$ cat src/rtl/dispatch_nway.sv
// -----------------------------------------------------------------------------
// dispatch_nway
//
// Purpose
//   Holds one renamed instruction group and steers each instruction to its
//   issue queue (ALU_NUM ALU queues, one MDU queue, one LSU queue). Queues
//   drain independently, so a group may leave over several cycles. Source
//   operands still waiting for a producer are woken up by the CDB while held,
//   and the outputs bypass a same-cycle CDB match.
//
// Optional feature
//   DISPATCH_STALL_CNT_EN : when defined, stall_cnt_o counts HOLD cycles in
//                           which no queue handshake happens (saturating).
//                           When undefined, stall_cnt_o is tied to zero.
//
// Ports
//   clk, rst_n                    clock, asynchronous active-low reset
//   flush_i                       drop the held group and any group offered
//   in_valid_i / in_ready_o       group handshake from rename
//   in_inst_valid_i [DW]          per-slot instruction valid
//   in_type_i       [DW][2]       0 ALU, 1 MDU, 2 LSU, 3 none (ROB only)
//   in_preg_i, in_wreg_i          destination preg and write enable
//   in_src_preg_i/_data_i/_valid_i  2 operands per instruction
//   cdb_valid_i/_preg_i/_data_i   write-back broadcasts
//   q_valid_o, q_ready_i          per-queue handshake
//   q_choose_o      [Q][DW]       which group instructions belong to queue q
//   q_data_o, q_data_valid_o      operands, shared by all queues
//   rob_alloc_o     [DW]          pulse per valid instruction accepted
//   stall_cnt_o     [32]          dispatch stall counter
// -----------------------------------------------------------------------------
module dispatch_nway #(
    parameter int DISPATCH_WIDTH = 2,
    parameter int ALU_NUM        = 2,
    parameter int CDB_NUM        = 2,
    parameter int DATA_W         = 32,
    parameter int PREG_W         = 6
) (
    input  logic                                           clk,
    input  logic                                           rst_n,
    input  logic                                           flush_i,
    input  logic                                           in_valid_i,
    output logic                                           in_ready_o,
    input  logic [DISPATCH_WIDTH-1:0]                      in_inst_valid_i,
    input  logic [DISPATCH_WIDTH-1:0][1:0]                 in_type_i,
    input  logic [DISPATCH_WIDTH-1:0][PREG_W-1:0]          in_preg_i,
    input  logic [DISPATCH_WIDTH-1:0]                      in_wreg_i,
    input  logic [2*DISPATCH_WIDTH-1:0][PREG_W-1:0]        in_src_preg_i,
    input  logic [2*DISPATCH_WIDTH-1:0][DATA_W-1:0]        in_src_data_i,
    input  logic [2*DISPATCH_WIDTH-1:0]                    in_src_valid_i,
    input  logic [CDB_NUM-1:0]                             cdb_valid_i,
    input  logic [CDB_NUM-1:0][PREG_W-1:0]                 cdb_preg_i,
    input  logic [CDB_NUM-1:0][DATA_W-1:0]                 cdb_data_i,
    output logic [ALU_NUM+1:0]                             q_valid_o,
    input  logic [ALU_NUM+1:0]                             q_ready_i,
    output logic [ALU_NUM+1:0][DISPATCH_WIDTH-1:0]         q_choose_o,
    output logic [2*DISPATCH_WIDTH-1:0][DATA_W-1:0]        q_data_o,
    output logic [2*DISPATCH_WIDTH-1:0]                    q_data_valid_o,
    output logic [DISPATCH_WIDTH-1:0]                      rob_alloc_o,
    output logic [31:0]                                    stall_cnt_o
);

    localparam int DW  = DISPATCH_WIDTH;
    localparam int OPS = 2 * DISPATCH_WIDTH;
    localparam int Q   = ALU_NUM + 2;
    localparam int QW  = (Q > 1) ? $clog2(Q) : 1;
    localparam int ASW = (ALU_NUM > 1) ? $clog2(ALU_NUM) : 1;

    typedef enum logic [1:0] {
        UNIT_ALU  = 2'd0,
        UNIT_MDU  = 2'd1,
        UNIT_LSU  = 2'd2,
        UNIT_NONE = 2'd3
    } unit_e;

    typedef enum logic {
        S_EMPTY = 1'b0,
        S_HOLD  = 1'b1
    } state_e;

    typedef struct packed {
        logic              hit;
        logic [DATA_W-1:0] data;
    } cdb_hit_t;

    // Queue index for one instruction. ALU instructions are spread over the
    // ALU queues by the low bits of their destination preg.
    function automatic logic [QW-1:0] steer(input logic [1:0] unit,
                                            input logic [PREG_W-1:0] preg);
        logic [QW-1:0] idx;
        idx = '0;
        case (unit_e'(unit))
            UNIT_ALU: idx = (ALU_NUM > 1) ? QW'(preg[ASW-1:0]) : '0;
            UNIT_MDU: idx = QW'(ALU_NUM);
            UNIT_LSU: idx = QW'(ALU_NUM + 1);
            default:  idx = '0;
        endcase
        return idx;
    endfunction

    // Scan from the highest CDB index down so the lowest matching index is
    // the last one written and therefore wins on duplicates.
    function automatic cdb_hit_t cdb_match(input logic [PREG_W-1:0] preg,
                                           input logic [CDB_NUM-1:0] v,
                                           input logic [CDB_NUM-1:0][PREG_W-1:0] p,
                                           input logic [CDB_NUM-1:0][DATA_W-1:0] d);
        cdb_hit_t r;
        r = '0;
        for (int c = CDB_NUM - 1; c >= 0; c--) begin
            if (v[c] && (p[c] == preg)) begin
                r.hit  = 1'b1;
                r.data = d[c];
            end
        end
        return r;
    endfunction

    // Held group
    state_e                      state_q, state_d;
    logic [DW-1:0]               pending_q, pending_d;
    logic [DW-1:0][1:0]          unit_q, unit_d;
    logic [DW-1:0][PREG_W-1:0]   dst_preg_q, dst_preg_d;
    logic [OPS-1:0][PREG_W-1:0]  src_preg_q, src_preg_d;
    logic [OPS-1:0][DATA_W-1:0]  src_data_q, src_data_d;
    logic [OPS-1:0]              src_valid_q, src_valid_d;

    // Steering / handshake
    logic [Q-1:0][DW-1:0]        choose;
    logic [Q-1:0]                q_valid;
    logic [DW-1:0]               deliver;
    logic [DW-1:0]               pending_left;
    logic                        in_ready;
    logic                        accept;

    // Operand merge
    cdb_hit_t                    hold_hit [OPS];
    cdb_hit_t                    in_hit   [OPS];
    logic [OPS-1:0][DATA_W-1:0]  merged_data;
    logic [OPS-1:0]              merged_valid;

    // -------------------------------------------------------------------------
    // Steering and per-queue handshake
    // -------------------------------------------------------------------------
    // NOTE: every signal written in an always_comb gets a default at the top of
    // the block so no path leaves it unassigned and no latch is inferred.
    always_comb begin
        choose  = '0;
        q_valid = '0;
        deliver = '0;
        for (int q = 0; q < Q; q++) begin
            for (int i = 0; i < DW; i++) begin
                choose[q][i] = (state_q == S_HOLD) && pending_q[i] &&
                               (steer(unit_q[i], dst_preg_q[i]) == QW'(q));
            end
            q_valid[q] = |choose[q];
            if (q_valid[q] && q_ready_i[q]) begin
                deliver = deliver | choose[q];
            end
        end
    end

    // A new group may enter while the old one finishes leaving this cycle.
    assign pending_left = pending_q & ~deliver;
    assign in_ready     = !flush_i && ((state_q == S_EMPTY) || (pending_left == '0));
    assign accept       = in_valid_i && in_ready;

    // -------------------------------------------------------------------------
    // Operand wakeup / bypass
    // -------------------------------------------------------------------------
    always_comb begin
        merged_data  = src_data_q;
        merged_valid = src_valid_q;
        for (int k = 0; k < OPS; k++) begin
            hold_hit[k] = cdb_match(src_preg_q[k], cdb_valid_i, cdb_preg_i, cdb_data_i);
            in_hit[k]   = cdb_match(in_src_preg_i[k], cdb_valid_i, cdb_preg_i, cdb_data_i);
            if (!src_valid_q[k] && hold_hit[k].hit) begin
                merged_data[k]  = hold_hit[k].data;
                merged_valid[k] = 1'b1;
            end
        end
    end

    // -------------------------------------------------------------------------
    // Next state
    // -------------------------------------------------------------------------
    always_comb begin
        state_d     = state_q;
        pending_d   = pending_left;
        unit_d      = unit_q;
        dst_preg_d  = dst_preg_q;
        src_preg_d  = src_preg_q;
        src_data_d  = merged_data;
        src_valid_d = merged_valid;

        if (flush_i) begin
            pending_d = '0;
            state_d   = S_EMPTY;
        end else if (accept) begin
            for (int i = 0; i < DW; i++) begin
                unit_d[i]     = in_type_i[i];
                dst_preg_d[i] = in_preg_i[i];
                pending_d[i]  = in_inst_valid_i[i] && (unit_e'(in_type_i[i]) != UNIT_NONE);
            end
            for (int k = 0; k < OPS; k++) begin
                src_preg_d[k]  = in_src_preg_i[k];
                src_data_d[k]  = in_src_data_i[k];
                src_valid_d[k] = in_src_valid_i[k];
                // A broadcast arriving while the operand is in flight would
                // otherwise be missed for good.
                if (!in_src_valid_i[k] && in_hit[k].hit) begin
                    src_data_d[k]  = in_hit[k].data;
                    src_valid_d[k] = 1'b1;
                end
                // An earlier instruction of this group produces this preg, so
                // whatever value rename supplied is stale.
                for (int j = 0; j < DW; j++) begin
                    if ((j < k / 2) && in_inst_valid_i[j] && in_wreg_i[j] &&
                        (in_preg_i[j] == in_src_preg_i[k])) begin
                        src_valid_d[k] = 1'b0;
                    end
                end
            end
            state_d = (pending_d != '0) ? S_HOLD : S_EMPTY;
        end else begin
            state_d = (pending_left != '0) ? S_HOLD : S_EMPTY;
        end
    end

    // NOTE: state registers use non-blocking assignments so every flop samples
    // the pre-edge values, independent of statement order.
    // NOTE: the held operand storage is reset along with the control state so
    // the operand outputs read back as zero/invalid straight out of reset.
    always_ff @(posedge clk or negedge rst_n) begin
        if (!rst_n) begin
            state_q     <= S_EMPTY;
            pending_q   <= '0;
            unit_q      <= '0;
            dst_preg_q  <= '0;
            src_preg_q  <= '0;
            src_data_q  <= '0;
            src_valid_q <= '0;
        end else begin
            state_q     <= state_d;
            pending_q   <= pending_d;
            unit_q      <= unit_d;
            dst_preg_q  <= dst_preg_d;
            src_preg_q  <= src_preg_d;
            src_data_q  <= src_data_d;
            src_valid_q <= src_valid_d;
        end
    end

    // -------------------------------------------------------------------------
    // Outputs
    // -------------------------------------------------------------------------
    assign in_ready_o     = in_ready;
    assign q_valid_o      = q_valid;
    assign q_choose_o     = choose;
    assign q_data_o       = merged_data;
    assign q_data_valid_o = merged_valid;
    assign rob_alloc_o    = accept ? in_inst_valid_i : '0;

`ifdef DISPATCH_STALL_CNT_EN
    logic [31:0] stall_cnt_q, stall_cnt_d;

    always_comb begin
        stall_cnt_d = stall_cnt_q;
        if ((state_q == S_HOLD) && ((q_valid & q_ready_i) == '0) &&
            (stall_cnt_q != 32'hFFFF_FFFF)) begin
            stall_cnt_d = stall_cnt_q + 32'd1;
        end
    end

    always_ff @(posedge clk or negedge rst_n) begin
        if (!rst_n) begin
            stall_cnt_q <= '0;
        end else begin
            stall_cnt_q <= stall_cnt_d;
        end
    end

    assign stall_cnt_o = stall_cnt_q;
`else
    assign stall_cnt_o = '0;
`endif

endmodule

$ cat config.mk
export PLATFORM = sky130hd
export DESIGN_NAME = dispatch_nway
export DESIGN_NICKNAME = d
export VERILOG_FILES = /design/src/rtl/dispatch_nway.sv
export SDC_FILE = /design/constraint.sdc
export NUM_CORES = 1
export LEC_CHECK = 0
export CORE_AREA = 2 2 183 185
export CTS_BUF_LIST = sky130_fd_sc_hd__clkbuf_4 sky130_fd_sc_hd__clkbuf_8
export CTS_CLUSTER_DIAMETER = 80
export DETAILED_ROUTE_END_ITERATION = 6
export DIE_AREA = 0 0 185 187
export PLACE_DENSITY = 0.78
export SLEW_MARGIN = 20
export SYNTH_ARGS = -nofsm -noshare
export SYNTH_HDL_FRONTEND = slang
export SYNTH_SLANG_ARGS = --single-unit
$ cat constraint.sdc
create_clock -name clk -period 2.45 [get_ports clk]
set_input_delay 0.245 -clock clk [delete_from_list [all_inputs] [get_ports clk]]
set_output_delay 0.245 -clock clk [all_outputs]
set_load 0.05 [all_outputs]
# ---- Yosys cells after proc, flatten, opt, wreduce, memory -nomap -nowiden
# Cells that the tools add are included.
dict set report word_totals {
  reg_bits 165
  in_bits 262
  output_inout_bits 179
  elab_cells 170
}
dict set report op_classes {
  n_eq_ne 30
  muxes 51
  n_bitwise 7
  reduce_logical 67
}
# op n
set ops {}
lappend ops {{$mux 33} 16}
lappend ops {{$mux 128} 2}
lappend ops {{$mux 32} 8}
lappend ops {{$eq 6x6->1} 18}
lappend ops {{$logic_and 1x1->1} 45}
lappend ops {{$mux 1} 14}
lappend ops {{$mux 2} 7}
lappend ops {{$eq 2x2->1 const B} 6}
lappend ops {{$pmux 2 s3} 2}
lappend ops {{$logic_not 2->1} 5}
lappend ops {{$logic_not 1->1} 9}
lappend ops {{$eq 2x1->1 const B} 4}
lappend ops {{$mux 4} 2}
lappend ops {{$reduce_or 2->1} 4}
lappend ops {{$or 2x2->2} 3}
lappend ops {{$ne 2x2->1 const B} 2}
lappend ops {{$reduce_bool 2->1} 2}
lappend ops {{$and 2x2->2} 1}
lappend ops {{$not 1->1} 2}
lappend ops {{$not 2->2} 1}
lappend ops {{$reduce_and 2->1} 1}
lappend ops {{$logic_or 1x1->1} 1}

# ---- Depth between registers and ports, before layout
dict set report logic_depth {
  word_depth 21
  depth_mapped 11
  ltp_nobuf 8
}

# ---- Least setup slack after synthesis
# Ideal clock, no wire load.
dict set report synth_timing {
  kind {register to output}
  startpoint {register unit_q[0] (netlist bit)}
  endpoint {output port q_valid_o[0]}
  arrival_ps 2591
  required_time_ps 2205
  slack_ps -386
  path_stages_with_launch 7
  path_buffers 0
  path_cell_list {dfrtp_1 inv_1 ha_1 and3b_1 or2_2 nor3_1 or2_2}
}
# element line_no
set synth_rtl {}
lappend synth_rtl {{start, declared} 120} ;# logic [DW-1:0][1:0] unit_q, unit_d;
lappend synth_rtl {{start signal, assigned} 244} ;# unit_q <= unit_d;
lappend synth_rtl {{end, declared} 53} ;# output logic [ALU_NUM+1:0] q_valid_o,

==> flow_metrics.env <==
export IMPL_wire_per_inst_um=30.8
export IMPL_synth_commonest_cells="mux2_2 (243), dfrtp_1 (165), nand2_1 (125), inv_1 (102), clkbuf_1 (77)"
export IMPL_buffer_ports_inserted=402
export IMPL_dp_hpwl_um=43100
export IMPL_grt_ovfl_total=0
export IMPL_worst_slew_pin_slew_ns=1.05
export IMPL_async_flop_share_pct=100
export IMPL_fin_crit_ns=3.01
export IMPL_crit_required_ns=2.20
export IMPL_htreeDepth=4
export IMPL_synth_seq_cells=165
export IMPL_dieArea_um2=34600
export IMPL_cap_violations=0
export IMPL_status="finished with violations"
export IMPL_drc=0
export IMPL_hp_class="input pin to flip-flop"
export IMPL_vias=17224
export IMPL_critPathKind="flip-flop to output pin"
export IMPL_critPathBufInv=3
export IMPL_design_area_um2=26000
export IMPL_critical_path_most_common_cell="buf_6"
export IMPL_yosysTopAreaCell="dfrtp_1"
export IMPL_path_cells="buf_6, xnor2_2, nand4_1, nor3_1, buf_4, and2_4, a221o_1, buf_6"
export IMPL_skew_ns=0.0241
export IMPL_cts_buffer_depth=2
export IMPL_cpPeakStageDelay_ns=0.43
export IMPL_slew_headroom_pct=30.3
export IMPL_cellPowerDensity_nw_per_um2=566
export IMPL_die_y_um=187
export IMPL_yosys_cell_types_count=60
export IMPL_rsz0062_at_grt="true"
export IMPL_synth_top_area_share_pct=29.1
export IMPL_fin_tns_setup_ns=-55.97
export IMPL_initial_core_util_pct=43.2
export IMPL_whs_ns=0.126
export IMPL_synthTopCellsByArea="dfrtp_1 (29%), mux2_2 (19%), xnor2_1 (4.2%)"
export IMPL_insertion_delay_ns=0.47
export IMPL_die_w_um=185
export IMPL_dpl_cell_area_um2=21000
export IMPL_ios=441
export IMPL_critPathSlowestCell="dfrtp_1"
export IMPL_finalPower_uw=14700
export IMPL_cts_buffers=17
export IMPL_grt_pass1_wl_um=102000
export IMPL_synth_area_um2=14200
export IMPL_setup_violations=226
export IMPL_grt_max_degree=95
export IMPL_avgSynthCellArea_um2=9.20
export IMPL_cp_end_kind="output pin"
export IMPL_core_area_um2=32900
export IMPL_synthFlopType="dfrtp_1"
export IMPL_worstPathArrival_ns=2.76
export IMPL_areaGrowthSynthToFinish_pct=82.9
export IMPL_cp_start_kind="flip-flop"
export IMPL_post_route_period_util_pct=123
export IMPL_synth_edf_count=0
export IMPL_setup_slack_ns=-0.558
export IMPL_ys_seq_area_share_pct=29.1
export IMPL_grt_pass1_vias=16689
export IMPL_yosysMostFrequentCell="mux2_2"
export IMPL_grt_usage_pct=39.3
export IMPL_irDropWorstVdd_mv=0.432
export IMPL_dr_pass1_iters=6
export IMPL_fin_nets=2432
export IMPL_antenna_found_initial=4
export IMPL_synthCells=1543
export IMPL_vias_per_cell=6.55
export IMPL_p_leak_uw=0.0107
export IMPL_postRouteAntennaNets=0
export IMPL_gp_congestion=0.934
export IMPL_cts_root_buf="clkbuf_8"
export IMPL_hold_violations=0
export IMPL_drive_gt1_share_pct=47.9
export IMPL_wirelength_um=80800
export IMPL_tritoncts="done"
export IMPL_fmax_ghz=0.332
export IMPL_violations="negative setup slack"
export IMPL_num_rows=67
export IMPL_final_max_slew_viol_count=0
export IMPL_cts_sinks=165
export IMPL_drt_iter0_drc=1887
export IMPL_ys_warn_count=0
export IMPL_clk_pin_slew_ns=0.11
export IMPL_cp_max_fo=8
export IMPL_crit_family="simple AND/OR/NAND/NOR gates"
## cell type report
type | count | area, um2
diodes | 2 | 5.00
clock buffers | 19 | 255
clock inverters | 12 | 119
fillers | 1844 | 6890
inverters | 103 | 407
multi-input cells | 1141 | 11300
flip-flops and latches | 165 | 4140
well taps | 448 | 561
repair buffers | 738 | 9220
## worst min-delay path, cell delays in order
cell and delay (ns):
dlymetal6s2s_1 0.17, nand2_1 0.08, nand2_1 0.05
## power breakdown
group / switching [uW] / internal, uW
clock: 1270 / 856
sequential: 487 / 3230
combinational: 4590 / 4270
total: 6350 / 8360
## registers in the layout, summed over array words and instances (netlist names)
name and flops:
src_data_q 128, src_valid_q 4, src_preg_q 24, dst_preg_q 2, state_q 1, unit_q 4
pending_q 2
## logic make-up (layout without fill, tap and decap cells)
group,after synthesis,in the layout,synth area share [%]
AO/OA/AOI/OAI,352,352,18.7
multiplexers,324,324,25.4
AND/OR/NAND/NOR,317,321,10.8
buffers and inverters,272,872,8.94
flip-flops,165,165,29.1
XOR/XNOR,108,108,6.66
adder cells (fa/ha/maj),4,4,0.353
other,1,34,0.0264
## what timing repair did
| item | 4_1_cts | 5_1_grt |
|---|---|---|
| setup endpoints to repair | 298 | 269 |
| setup buffers | 69 | 69 |
| gates cloned | 19 | 21 |
| pin swaps | 95 | 113 |
| resized for setup | 310 | 309 |
| hold endpoints to repair | 49 | 0 |
| hold buffers | 1 | 0 |
## cell usage in the layout (no fill, tap or decap), drive strengths merged, types with 42 or more instances in the layout
cell and n:
nor3 49, mux2 291, o221ai 43, nor2 42, buf 464, inv 107, a31oi 46, o21ai 68
o22a 66, xnor2 68, nand2 125, clkdlybuf4s50 242, dfrtp 165
## final timing paths
kind | slack, ns | depth (start not counted) | from | to
worst min-delay path | 0.13 | 3 | in_src_preg_i[4] | src_preg_q[4]
max in group asynchronous | 1.35 | 3 | rst_n | src_valid_q[3]
worst max register to register | -0.13 | 7 | src_preg_q[22] | src_data_q[117]
min in group asynchronous | 0.31 | 2 | rst_n | src_preg_q[14]
worst min register to register | 0.50 | 2 | dst_preg_q[0] | dst_preg_q[0]
worst max-delay path | -0.56 | 8 | src_preg_q[22] | q_data_o[105]
## per-stage QoR
stage | std cells | utilization [%] | setup WS [ns]
after floorplan | 1574 | - | -0.320
after global placement | 2436 | 63.8 | -0.565
after detailed placement | 2436 | 63.8 | -0.609
after CTS | 2551 | 72.5 | -0.443
after global routing | 2627 | 79.0 | -0.679
final | 2628 | 79.0 | -0.558
## per-layer routing
layer  GRT usage [%]  wire length (um)  up-vias
met4            25.5              7210        2
li1                -                 -     6815
met2            62.6             36000     1597
met5               0                17        -
met3            9.00             10300      566
met1            47.6             27300     8244
Note: power is estimated with default switching activity, not from simulation.
